==> src/rtl/hazard_ctrl_pkg.sv <==
// ---------------------------------------------------------------------------
// hazard_ctrl_pkg
// Shared definitions for the pipeline hazard / stall controller:
//   - default busy lengths of the multi-cycle mult/div unit
//   - Tuse / Tnew encodings (2-bit constants T0..T2)
//   - busy-counter state encoding
//   - src_hazard(): RAW check of one D-stage source against E and M
// ---------------------------------------------------------------------------
package hazard_ctrl_pkg;

   localparam int MULT_CYC_DEF = 5;    // busy cycles after mult/multu
   localparam int DIV_CYC_DEF  = 10;   // busy cycles after div/divu

   // Tuse: cycles until the D instruction needs the operand.
   // Tnew: cycles until the E/M instruction produces its result.
   localparam logic [1:0] T0 = 2'd0;
   localparam logic [1:0] T1 = 2'd1;
   localparam logic [1:0] T2 = 2'd2;

   typedef enum logic {
      MD_IDLE = 1'b0,
      MD_BUSY = 1'b1
   } md_state_e;

   // A source stalls when it matches a pending destination whose value
   // will not be ready by the time the D instruction consumes it.
   // Register 0 is hard-wired zero and never creates a dependency.
   function automatic logic src_hazard(
      input logic       use_src,
      input logic [4:0] src,
      input logic [1:0] tuse,
      input logic [4:0] a3_e,
      input logic [1:0] tnew_e,
      input logic [4:0] a3_m,
      input logic [1:0] tnew_m
   );
      logic hit_e;
      logic hit_m;
      hit_e = (src == a3_e) && (tnew_e > tuse);
      hit_m = (src == a3_m) && (tnew_m > tuse);
      return use_src && (src != 5'd0) && (hit_e || hit_m);
   endfunction

endpackage

==> src/rtl/hazard_ctrl_md_busy_cnt.sv <==
// ---------------------------------------------------------------------------
// md_busy_cnt
// Busy counter of the multi-cycle mult/div unit. An issue loads DIV_CYC or
// MULT_CYC; the count drops by one per clock and busy stays high while it
// is non-zero. A frozen pipe (hold) freezes the counter as well, including
// a pending issue. An issue while already busy simply reloads.
//
// Ports:
//   clk    in   core clock
//   reset  in   asynchronous, active-low
//   start  in   mult/div instruction in E this cycle
//   isDiv  in   qualifies start: 1 = div/divu, 0 = mult/multu
//   hold   in   pipeline frozen, counter holds
//   busy   out  unit busy (registered)
// ---------------------------------------------------------------------------
module md_busy_cnt
   import hazard_ctrl_pkg::*;
#(
   parameter int MULT_CYC = MULT_CYC_DEF,
   parameter int DIV_CYC  = DIV_CYC_DEF
) (
   input  logic clk,
   input  logic reset,
   input  logic start,
   input  logic isDiv,
   input  logic hold,
   output logic busy
);

   localparam int MAX_CYC = (DIV_CYC > MULT_CYC) ? DIV_CYC : MULT_CYC;
   localparam int CNT_W   = $clog2(MAX_CYC + 1);

   md_state_e        state_reg;
   logic [CNT_W-1:0] cnt_reg;
   logic             busy_reg;
   logic [CNT_W-1:0] load_next;

   assign load_next = isDiv ? CNT_W'(DIV_CYC) : CNT_W'(MULT_CYC);

   // busy_reg mirrors (cnt_reg != 0) but is registered directly so the
   // output is a flop, not a compare.
   always_ff @(posedge clk or negedge reset) begin
      if (!reset) begin
         state_reg <= MD_IDLE;
         cnt_reg   <= '0;
         busy_reg  <= 1'b0;
      end else if (!hold) begin
         if (start) begin
            state_reg <= MD_BUSY;
            cnt_reg   <= load_next;
            busy_reg  <= 1'b1;
         end else if (state_reg == MD_BUSY) begin
            cnt_reg <= cnt_reg - CNT_W'(1);
            if (cnt_reg == CNT_W'(1)) begin
               state_reg <= MD_IDLE;
               busy_reg  <= 1'b0;
            end
         end
      end
   end

   assign busy = busy_reg;

endmodule

==> src/rtl/hazard_ctrl.sv <==
// ---------------------------------------------------------------------------
// hazard_ctrl
// Hazard and stall controller of the five-stage MIPS pipeline. Checks the
// D-stage sources against the E/M destinations using Tuse/Tnew, tracks the
// mult/div unit, and drives enables/flushes of the PC, IF/ID, ID/EX and
// EX/MEM registers.
//
// Priority: extStall (freeze everything, no bubble) > stall (hold PC and
// IF/ID, inject a bubble into E) > normal flow.
//
// Build option: define HAZ_PERF_CNT_EN to add the stallCnt port, a 32-bit
// wrapping count of clock edges on which a hazard stall took effect.
//
// Ports:
//   clk, reset            clock, asynchronous active-low reset
//   rsD, rtD              D-stage source registers
//   useRsD, useRtD        D instruction reads rs / rt
//   tuseRsD, tuseRtD      Tuse of rs / rt
//   A3E, A3M              destination registers in E / M (0 = none)
//   tnewE, tnewM          Tnew of E / M instruction
//   mdUseD                D instruction uses the mult/div unit
//   mdStartE, mdDivE      mult/div issue in E, 1 = div
//   extStall              external freeze request
//   pcEn, fdEn, deEn, emEn   pipeline register enables
//   deFlush, emFlush      pipeline register flushes
//   mdBusy                mult/div unit busy
//   stallCnt              stall cycle count (HAZ_PERF_CNT_EN only)
// ---------------------------------------------------------------------------
module hazard_ctrl
   import hazard_ctrl_pkg::*;
#(
   parameter int MULT_CYC = MULT_CYC_DEF,
   parameter int DIV_CYC  = DIV_CYC_DEF
) (
   input  logic        clk,
   input  logic        reset,
   input  logic [4:0]  rsD,
   input  logic [4:0]  rtD,
   input  logic        useRsD,
   input  logic        useRtD,
   input  logic [1:0]  tuseRsD,
   input  logic [1:0]  tuseRtD,
   input  logic [4:0]  A3E,
   input  logic [4:0]  A3M,
   input  logic [1:0]  tnewE,
   input  logic [1:0]  tnewM,
   input  logic        mdUseD,
   input  logic        mdStartE,
   input  logic        mdDivE,
   input  logic        extStall,
   output logic        pcEn,
   output logic        fdEn,
   output logic        deEn,
   output logic        emEn,
   output logic        deFlush,
   output logic        emFlush,
   output logic        mdBusy
`ifdef HAZ_PERF_CNT_EN
   ,
   output logic [31:0] stallCnt
`endif
);

   // Index 0 = rs, index 1 = rt; both sources share one comparator shape.
   logic [4:0] src_reg_num [2];
   logic       src_use     [2];
   logic [1:0] src_tuse    [2];
   logic [1:0] src_stall;
   logic       stall_md;
   logic       stall;

   assign src_reg_num[0] = rsD;
   assign src_reg_num[1] = rtD;
   assign src_use[0]     = useRsD;
   assign src_use[1]     = useRtD;
   assign src_tuse[0]    = tuseRsD;
   assign src_tuse[1]    = tuseRtD;

   genvar gi;
   generate
      for (gi = 0; gi < 2; gi++) begin : g_src
         assign src_stall[gi] = src_hazard(src_use[gi], src_reg_num[gi],
                                           src_tuse[gi], A3E, tnewE,
                                           A3M, tnewM);
      end
   endgenerate

   // The mult/div issue in E is counted as busy already, so a back-to-back
   // mfhi/mflo waits without the counter needing a lookahead.
   assign stall_md = mdUseD & (mdBusy | mdStartE);
   assign stall    = (|src_stall) | stall_md;

   md_busy_cnt #(
      .MULT_CYC (MULT_CYC),
      .DIV_CYC  (DIV_CYC)
   ) u_md_busy_cnt (
      .clk   (clk),
      .reset (reset),
      .start (mdStartE),
      .isDiv (mdDivE),
      .hold  (extStall),
      .busy  (mdBusy)
   );

   always_comb begin
      pcEn    = 1'b1;
      fdEn    = 1'b1;
      deEn    = 1'b1;
      emEn    = 1'b1;
      deFlush = 1'b0;
      if (extStall) begin
         pcEn = 1'b0;
         fdEn = 1'b0;
         deEn = 1'b0;
         emEn = 1'b0;
      end else if (stall) begin
         pcEn    = 1'b0;
         fdEn    = 1'b0;
         deFlush = 1'b1;
      end
   end

   // Reserved for the exception path; this block never flushes EX/MEM.
   assign emFlush = 1'b0;

`ifdef HAZ_PERF_CNT_EN
   logic [31:0] stall_cnt_reg;

   always_ff @(posedge clk or negedge reset) begin
      if (!reset) begin
         stall_cnt_reg <= '0;
      end else if (stall && !extStall) begin
         stall_cnt_reg <= stall_cnt_reg + 32'd1;
      end
   end

   assign stallCnt = stall_cnt_reg;
`endif

endmodule

==> config.mk <==
export PLATFORM = sky130hd
export DESIGN_NAME = hazard_ctrl
export DESIGN_NICKNAME = d
export VERILOG_FILES = /design/src/rtl/hazard_ctrl_pkg.sv /design/src/rtl/hazard_ctrl_md_busy_cnt.sv /design/src/rtl/hazard_ctrl.sv
export SDC_FILE = /design/constraint.sdc
export NUM_CORES = 1
export LEC_CHECK = 0
export ABC_AREA = 1
export BUFFER_PORTS_ARGS = -buffer_cell sky130_fd_sc_hd__buf_4
export CORE_MARGIN = 1.5
export CORE_UTILIZATION = 45
export CTS_CLUSTER_SIZE = 8
export DETAILED_ROUTE_END_ITERATION = 12
export GPL_TIMING_DRIVEN = 0
export PLACE_DENSITY = 0.77
export SETUP_SLACK_MARGIN = 0.1
export SLEW_MARGIN = 5
export SYNTH_ARGS = -nofsm -noshare
export SYNTH_HDL_FRONTEND = slang
export SYNTH_SLANG_ARGS = --single-unit
export TNS_END_PERCENT = 10
==> constraint.sdc <==
create_clock -name clk -period 4 [get_ports clk]
set_input_delay 1 -clock clk [delete_from_list [all_inputs] [get_ports clk]]
set_output_delay 1 -clock clk [all_outputs]
set_load 0.1 [all_outputs]
==> results.toml, run 1 <==
[critical_path]
cp.arrival_ns = 2.46
endpoint_kind = "output port"
reg2reg_depth = 5
crit-reg2reg-launch = "u_md_busy_cnt.cnt_reg[0]$_DFFE_PN0P_"
crit_type = "input port to output port"
cp_max_fo = 2
r2r_slack_ns = 2.88
crit_required_ns = 3.00
reg2reg_to = "u_md_busy_cnt.cnt_reg[2]$_DFFE_PN0P_"
start_kind = "input port"

[logic_synthesis]
synth_most_common_cell = "nand2_1"
yosysUniqueCellTypes = 22
synth_edf_count = 0
ys.flop_type = "dfrtp_1"
ys_seq_area_share_pct = 15.98
syn-cell-area_um2 = 939.7
ys_ff_latch = 6
synth_top_area_cell = "nand2_1"
synth_commonest_cells = "nand2_1, inv_1, nor2_1, ha_1, o21ai_0"
avgSynthCellArea_um2 = 5.765
synth_top_area_share_pct = 21.17
netlist_instances = 163
yosys-top-cells-area = "nand2_1, dfrtp_1, ha_1"
syn_nets = 209
yosysWarnings = 0
async_flop_share_pct = 100.0

[clock_tree]
cts_made_buffers = 3
clk_latency_ns = 0.25
cts-root-buf = "clkbuf_4"
cts_tree = "yes"
cts_max_path_buffers = 2
clock_sinks = 6
postCtsSetupRepairBufs = 0
cts_resized = 0
ctsHoldBuffers = 0
h-tree-depth = 1
clkSlewWorstSetupHoldPaths_ns = 0.05

[routing]
drt_wl_total_um = 2392
antenna_left = 0
via_per_inst = 4.667
route.detailed.drc = 0
wl_met3_um = 163
wire_per_inst_um = 10.22
firstDrtPassIters = 4
dr.max_layer_used = "met4"
first_iter_violations = 17
wl_met2_um = 1055
vias = 1092
m1WireLength_um = 1159

[floorplan]
start_util_pct = 47.90
floorplan.rows = 16
io_pins = 43
die_height_um = 48.70
die_area_um2 = 2371
die_w_um = 48.70
core-area_um2 = 1962

[min_path]
min_path_type = "register to register"
min_from = "u_md_busy_cnt.busy$_DFFE_PN0P_"
holdPathEnd = "u_md_busy_cnt.busy$_DFFE_PN0P_"
whs_path_depth = 2

[pwr]
ir_worst_vdd_v = 0.0002015
p_per_area_nw_per_um2 = 249.0
p_leak_nw = 0.8131
total_power_mw = 0.3265

[cells_and_area]
largest_reg_flops = 4
syn_to_final_growth_pct = 39.55
seqCellArea_um2 = 150.1
drive_gt1_share_pct = 28.50
multiInputGateArea_um2 = 635.6
fillers = 203
fin_nets = 255
diodes = 0

[sta]
final_hold_viol_count = 0
finalCritPeriodShare_pct = 86.42
fmax_ghz = 0.2893
min_period_ns = 3.457
holdWs_ns = 0.5322
clock-skew-final_ns = 0.005138
fin_setup_tns_ns = 0
setup_violations = 0
drv_slew = 0
rsz0062_at_grt = "no"

[placement]
place.port_buffers = 41
gp_congestion = 0.8134
hpwl_um = 2108

[run_status]
run_status = "finished clean"

[grt]
grt.overflow.total = 0
first_global_vias = 1009
antenna_found_initial = 0
grt_start_max_net_pins = 7
grt.total_usage_pct = 22.61
grt_pass1_wl_um = 4222

[run]
cap_violations = 0
==> report_power, final <==
| group | internal [mW] | switching (mW) | leakage (nW) |
|---|---|---|---|
| logic | 0.0683 | 0.115 | 0.734 |
| clock network | 0.0342 | 0.0258 | 0.0138 |
| registers | 0.0736 | 0.00945 | 0.0654 |
| total | 0.176 | 0.150 | 0.813 |
==> area by class of cell <==
cell class	count	share of cell area (%)
multi-input cells	117	48.47
inverters	37	10.59
plain buffers	3	1.718
repair buffers	41	23.47
well taps	27	2.576
flip-flops and latches	6	11.45
clock buffers	3	1.718
==> worst max path at each step <==
| stage | from | slack (ns) | to |
|---|---|---|---|
| after detailed placement | tuseRtD[1] | 0.54 | pcEn |
| final | tuseRtD[1] | 0.54 | pcEn |
| after CTS | tuseRtD[1] | 0.54 | pcEn |
| after floorplan | tuseRsD[1] | 0.31 | pcEn |
| after global routing | tuseRtD[1] | 0.37 | pcEn |
| after global placement | tuseRtD[1] | 0.58 | pcEn |
==> metal layers <==
metal  vias up  global-route usage, %
met2        38                  37.67
met5         -                      0
met4         0                  4.286
li1        582                      -
met1       470                  29.17
met3         2                  6.481
==> cell families (layout without fill, tap and decap cells) <==
group / Yosys count / count (layout) / synth area share [%]
other cells: 1 / 1 / 0.3991
compound gates: 21 / 21 / 12.78
buf+inv: 40 / 84 / 17.18
xor+xnor: 6 / 6 / 5.593
fa+ha+maj: 10 / 10 / 13.32
simple gates: 79 / 79 / 34.75
flops: 6 / 6 / 15.98
==> layout by cell type (no fill, tap or decap), types with 2 or more instances in the layout <==
master	synthesis	routed
inv_2	5	5
nor2_1	13	12
nor2_2	2	2
dfrtp_1	6	6
xor2_1	5	5
ha_1	10	10
a21oi_1	6	6
nand3_1	7	7
o21ai_0	9	9
buf_4	3	44
clkbuf_4	0	3
inv_1	32	32
o21ai_2	2	2
nand2_1	53	53
nand3_2	2	2
==> stage by stage <==
| stage | worst slack [ns] | utilization (%) | area [um^2] | cells |
|---|---|---|---|---|
| 2_1_floorplan | 0.3101 | - | 947.2 | 163 |
| 3_3_place_gp | 0.5775 | 65.69 | 1289 | 231 |
| 3_5_place_dp | 0.5442 | 65.69 | 1289 | 231 |
| 4_1_cts | 0.5396 | 66.84 | 1311 | 234 |
| 5_1_grt | 0.3706 | 66.84 | 1311 | 234 |
| 6_report | 0.5433 | 66.84 | 1311 | 234 |
==> worst max-delay path, stage by stage <==
cell	delay (ns)
buf_4	0.10
inv_1	0.08
ha_1	0.25
a21oi_1	0.16
nor2_1	0.06
nand3_1	0.09
nand2_1	0.06
nand2_1	0.07
nand3_2	0.10
nor2_4	0.10
buf_4	0.10
buf_4	0.27
Note: power is estimated with default switching activity, not from simulation.
==> inputs of run 2 (changes only) <==
==> constraint.sdc (replaced) <==
create_clock -name clk -period 4.37 [get_ports clk]
set_input_delay 1.0925 -clock clk [delete_from_list [all_inputs] [get_ports clk]]
set_output_delay 1.0925 -clock clk [all_outputs]
set_load 0.1 [all_outputs]
==> run 2 against run 1 <==
Setup slack better by 0.10 ns. Register-to-register slack better by 0.37 ns. First-iteration DRC count up 94%. Global-route usage down 1.2 points. Sequential power down 8.2%. Cell count unchanged. Die area unchanged. Largest power group unchanged. Highest routed layer unchanged.
==> results.toml, run 2 (synthesized netlist as in run 1, its figures left out) <==
[critical_path]
path_cells = "buf_4 > inv_1 > ha_1 > a21oi_1 > nor2_2 > nand3_1 > nand2_1 > nand2_1 > nand3_2 > nor2_2 > buf_4 > buf_4"
endpoint_kind = "output port"
start_kind = "input port"
crit_top_cell = "buf_4"
crit_type = "input port to output port"
crit_required_ns = 3.28
cp_max_fo = 2
cp_slowest_cell = "ha_1"
cp_slowest_stage_delay_ns = 0.31
cp.arrival_ns = 2.63

[floorplan]
start_util_pct = 47.90
die_w_um = 48.70
die_height_um = 48.70
floorplan.rows = 16
die_area_um2 = 2371
core-area_um2 = 1962
io_pins = 43

[cells_and_area]
mostFrequentLayoutCells = "nand2_1, buf_4, inv_1, nor2_1, ha_1"
final_common_cell = "nand2_1"
diodes = 0
stdcell_count = 234
fin_nets = 255
drive_gt1_share_pct = 28.50
largest_reg_flops = 4
multiInputGateArea_um2 = 630.6
post-route-util_pct = 66.58
syn_to_final_growth_pct = 39.01
fillers = 193
seqCellArea_um2 = 150.1

[routing]
vias = 1138
route.detailed.drc = 0
firstDrtPassIters = 4
wire_per_inst_um = 10.40
antenna_left = 0
drt_wl_total_um = 2433
via_per_inst = 4.863
first_iter_violations = 33

[grt]
antenna_found_initial = 0
first_global_vias = 1000
grt_pass1_wl_um = 4029
grt.overflow.total = 0
grt.total_usage_pct = 21.41
grt_start_max_net_pins = 7

[sta]
min_period_ns = 3.725
fmax_ghz = 0.2685
setup_violations = 0
clock-skew-final_ns = 0.0006704
rsz0062_at_grt = "no"
fin_setup_tns_ns = 0
finalCritPeriodShare_pct = 85.24
final_hold_viol_count = 0
drv_slew = 0

[placement]
place.port_buffers = 41
gp_congestion = 0.8528
hpwl_um = 2134
dp.cells = 231

[pwr]
internal_power_mw = 0.1612
clkPwrFrac_pct = 17.5
ir_worst_vdd_v = 0.0001551
p_comb_share_pct = 56.8
seq_power_share_pct = 25.7
p_sw_mw = 0.1359
p_leak_nw = 0.8123
p_per_area_nw_per_um2 = 227.5
switching_share_pct = 45.75

[clock_tree]
cts_tree = "yes"
clkSlewWorstSetupHoldPaths_ns = 0.04
clock_sinks = 6
cts_resized = 0
clk_latency_ns = 0.25
ctsHoldBuffers = 0
cts_made_buffers = 3
postCtsSetupRepairBufs = 0
h-tree-depth = 1
cts_max_path_buffers = 2
cts-root-buf = "clkbuf_4"

[run]
cap_violations = 0

[min_path]
min_path_type = "register to register"

[run_status]
run_status = "finished clean"
==> run 2: cell counts in the layout (fill, tap and decap cells not counted) <==
No cell type changed its count.
==> run 2: critical path, delay by kind of cell <==
kind | cells | cell delay (ns)
AND/OR/NAND/NOR | 6 | 0.45
buffers and inverters | 4 | 0.52
AO/OA/AOI/OAI | 1 | 0.26
adder cells (fa/ha/maj) | 1 | 0.31
==> run 2: final timing paths <==
path                                                 startpoint                                    to  slack [ns]  cells after the start
min in group asynchronous                                 reset        u_md_busy_cnt.busy$_DFFE_PN0P_        0.64                      1
max in group asynchronous                                 reset  u_md_busy_cnt.cnt_reg[1]$_DFFE_PN0P_        3.61                      1
setup reg to reg           u_md_busy_cnt.cnt_reg[0]$_DFFE_PN0P_  u_md_busy_cnt.cnt_reg[2]$_DFFE_PN0P_        3.25                      5
hold / removal                   u_md_busy_cnt.busy$_DFFE_PN0P_        u_md_busy_cnt.busy$_DFFE_PN0P_        0.52                      2
hold reg to reg                  u_md_busy_cnt.busy$_DFFE_PN0P_        u_md_busy_cnt.busy$_DFFE_PN0P_        0.52                      2
setup / recovery                                     tuseRsD[1]                                  pcEn        0.65                     12
==> run 2: power groups by stage <==
stage	sequential (mW)	combinational, mW	clock [mW]
after floorplan	0.0874	0.0994	0
final	0.0763	0.169	0.0521
after global routing	0.0779	0.186	0.0571
after detailed placement	0.0766	0.168	0
after CTS	0.0759	0.169	0.0526
after global placement	0.0760	0.162	0
==> run 2: through the flow <==
stage / total power [mW] / instance area, um^2 / setup slack, ns / hold WS (ns)
floorplan: 0.1869 / 942.2 / 0.1574 / 0.4848
global placement: 0.2380 / 1284 / 0.7371 / 0.5013
finish: 0.2971 / 1306 / 0.6451 / 0.5205
CTS: 0.2972 / 1306 / 0.6472 / 0.5170
detailed placement: 0.2444 / 1284 / 0.6538 / 0.5069
global route: 0.3214 / 1306 / 0.5388 / 0.5608
==> run 2: routing by layer <==
layer  routed length, um  global-route usage [%]  share of wire, %
met1                1053                   26.39                43
met2                1206                   38.58                50
met3                 144                   3.086               5.9
met4                  29                   5.714               1.2
met5                   0                       0                 0
==> run 2: cell type report <==
class,instances,share of cell area (%)
timing repair buffer,41,23.56
inverter,37,10.63
buffer,3,1.724
multi-input combinational,117,48.28
tap,27,2.586
sequential,6,11.49
clock buffer,3,1.724
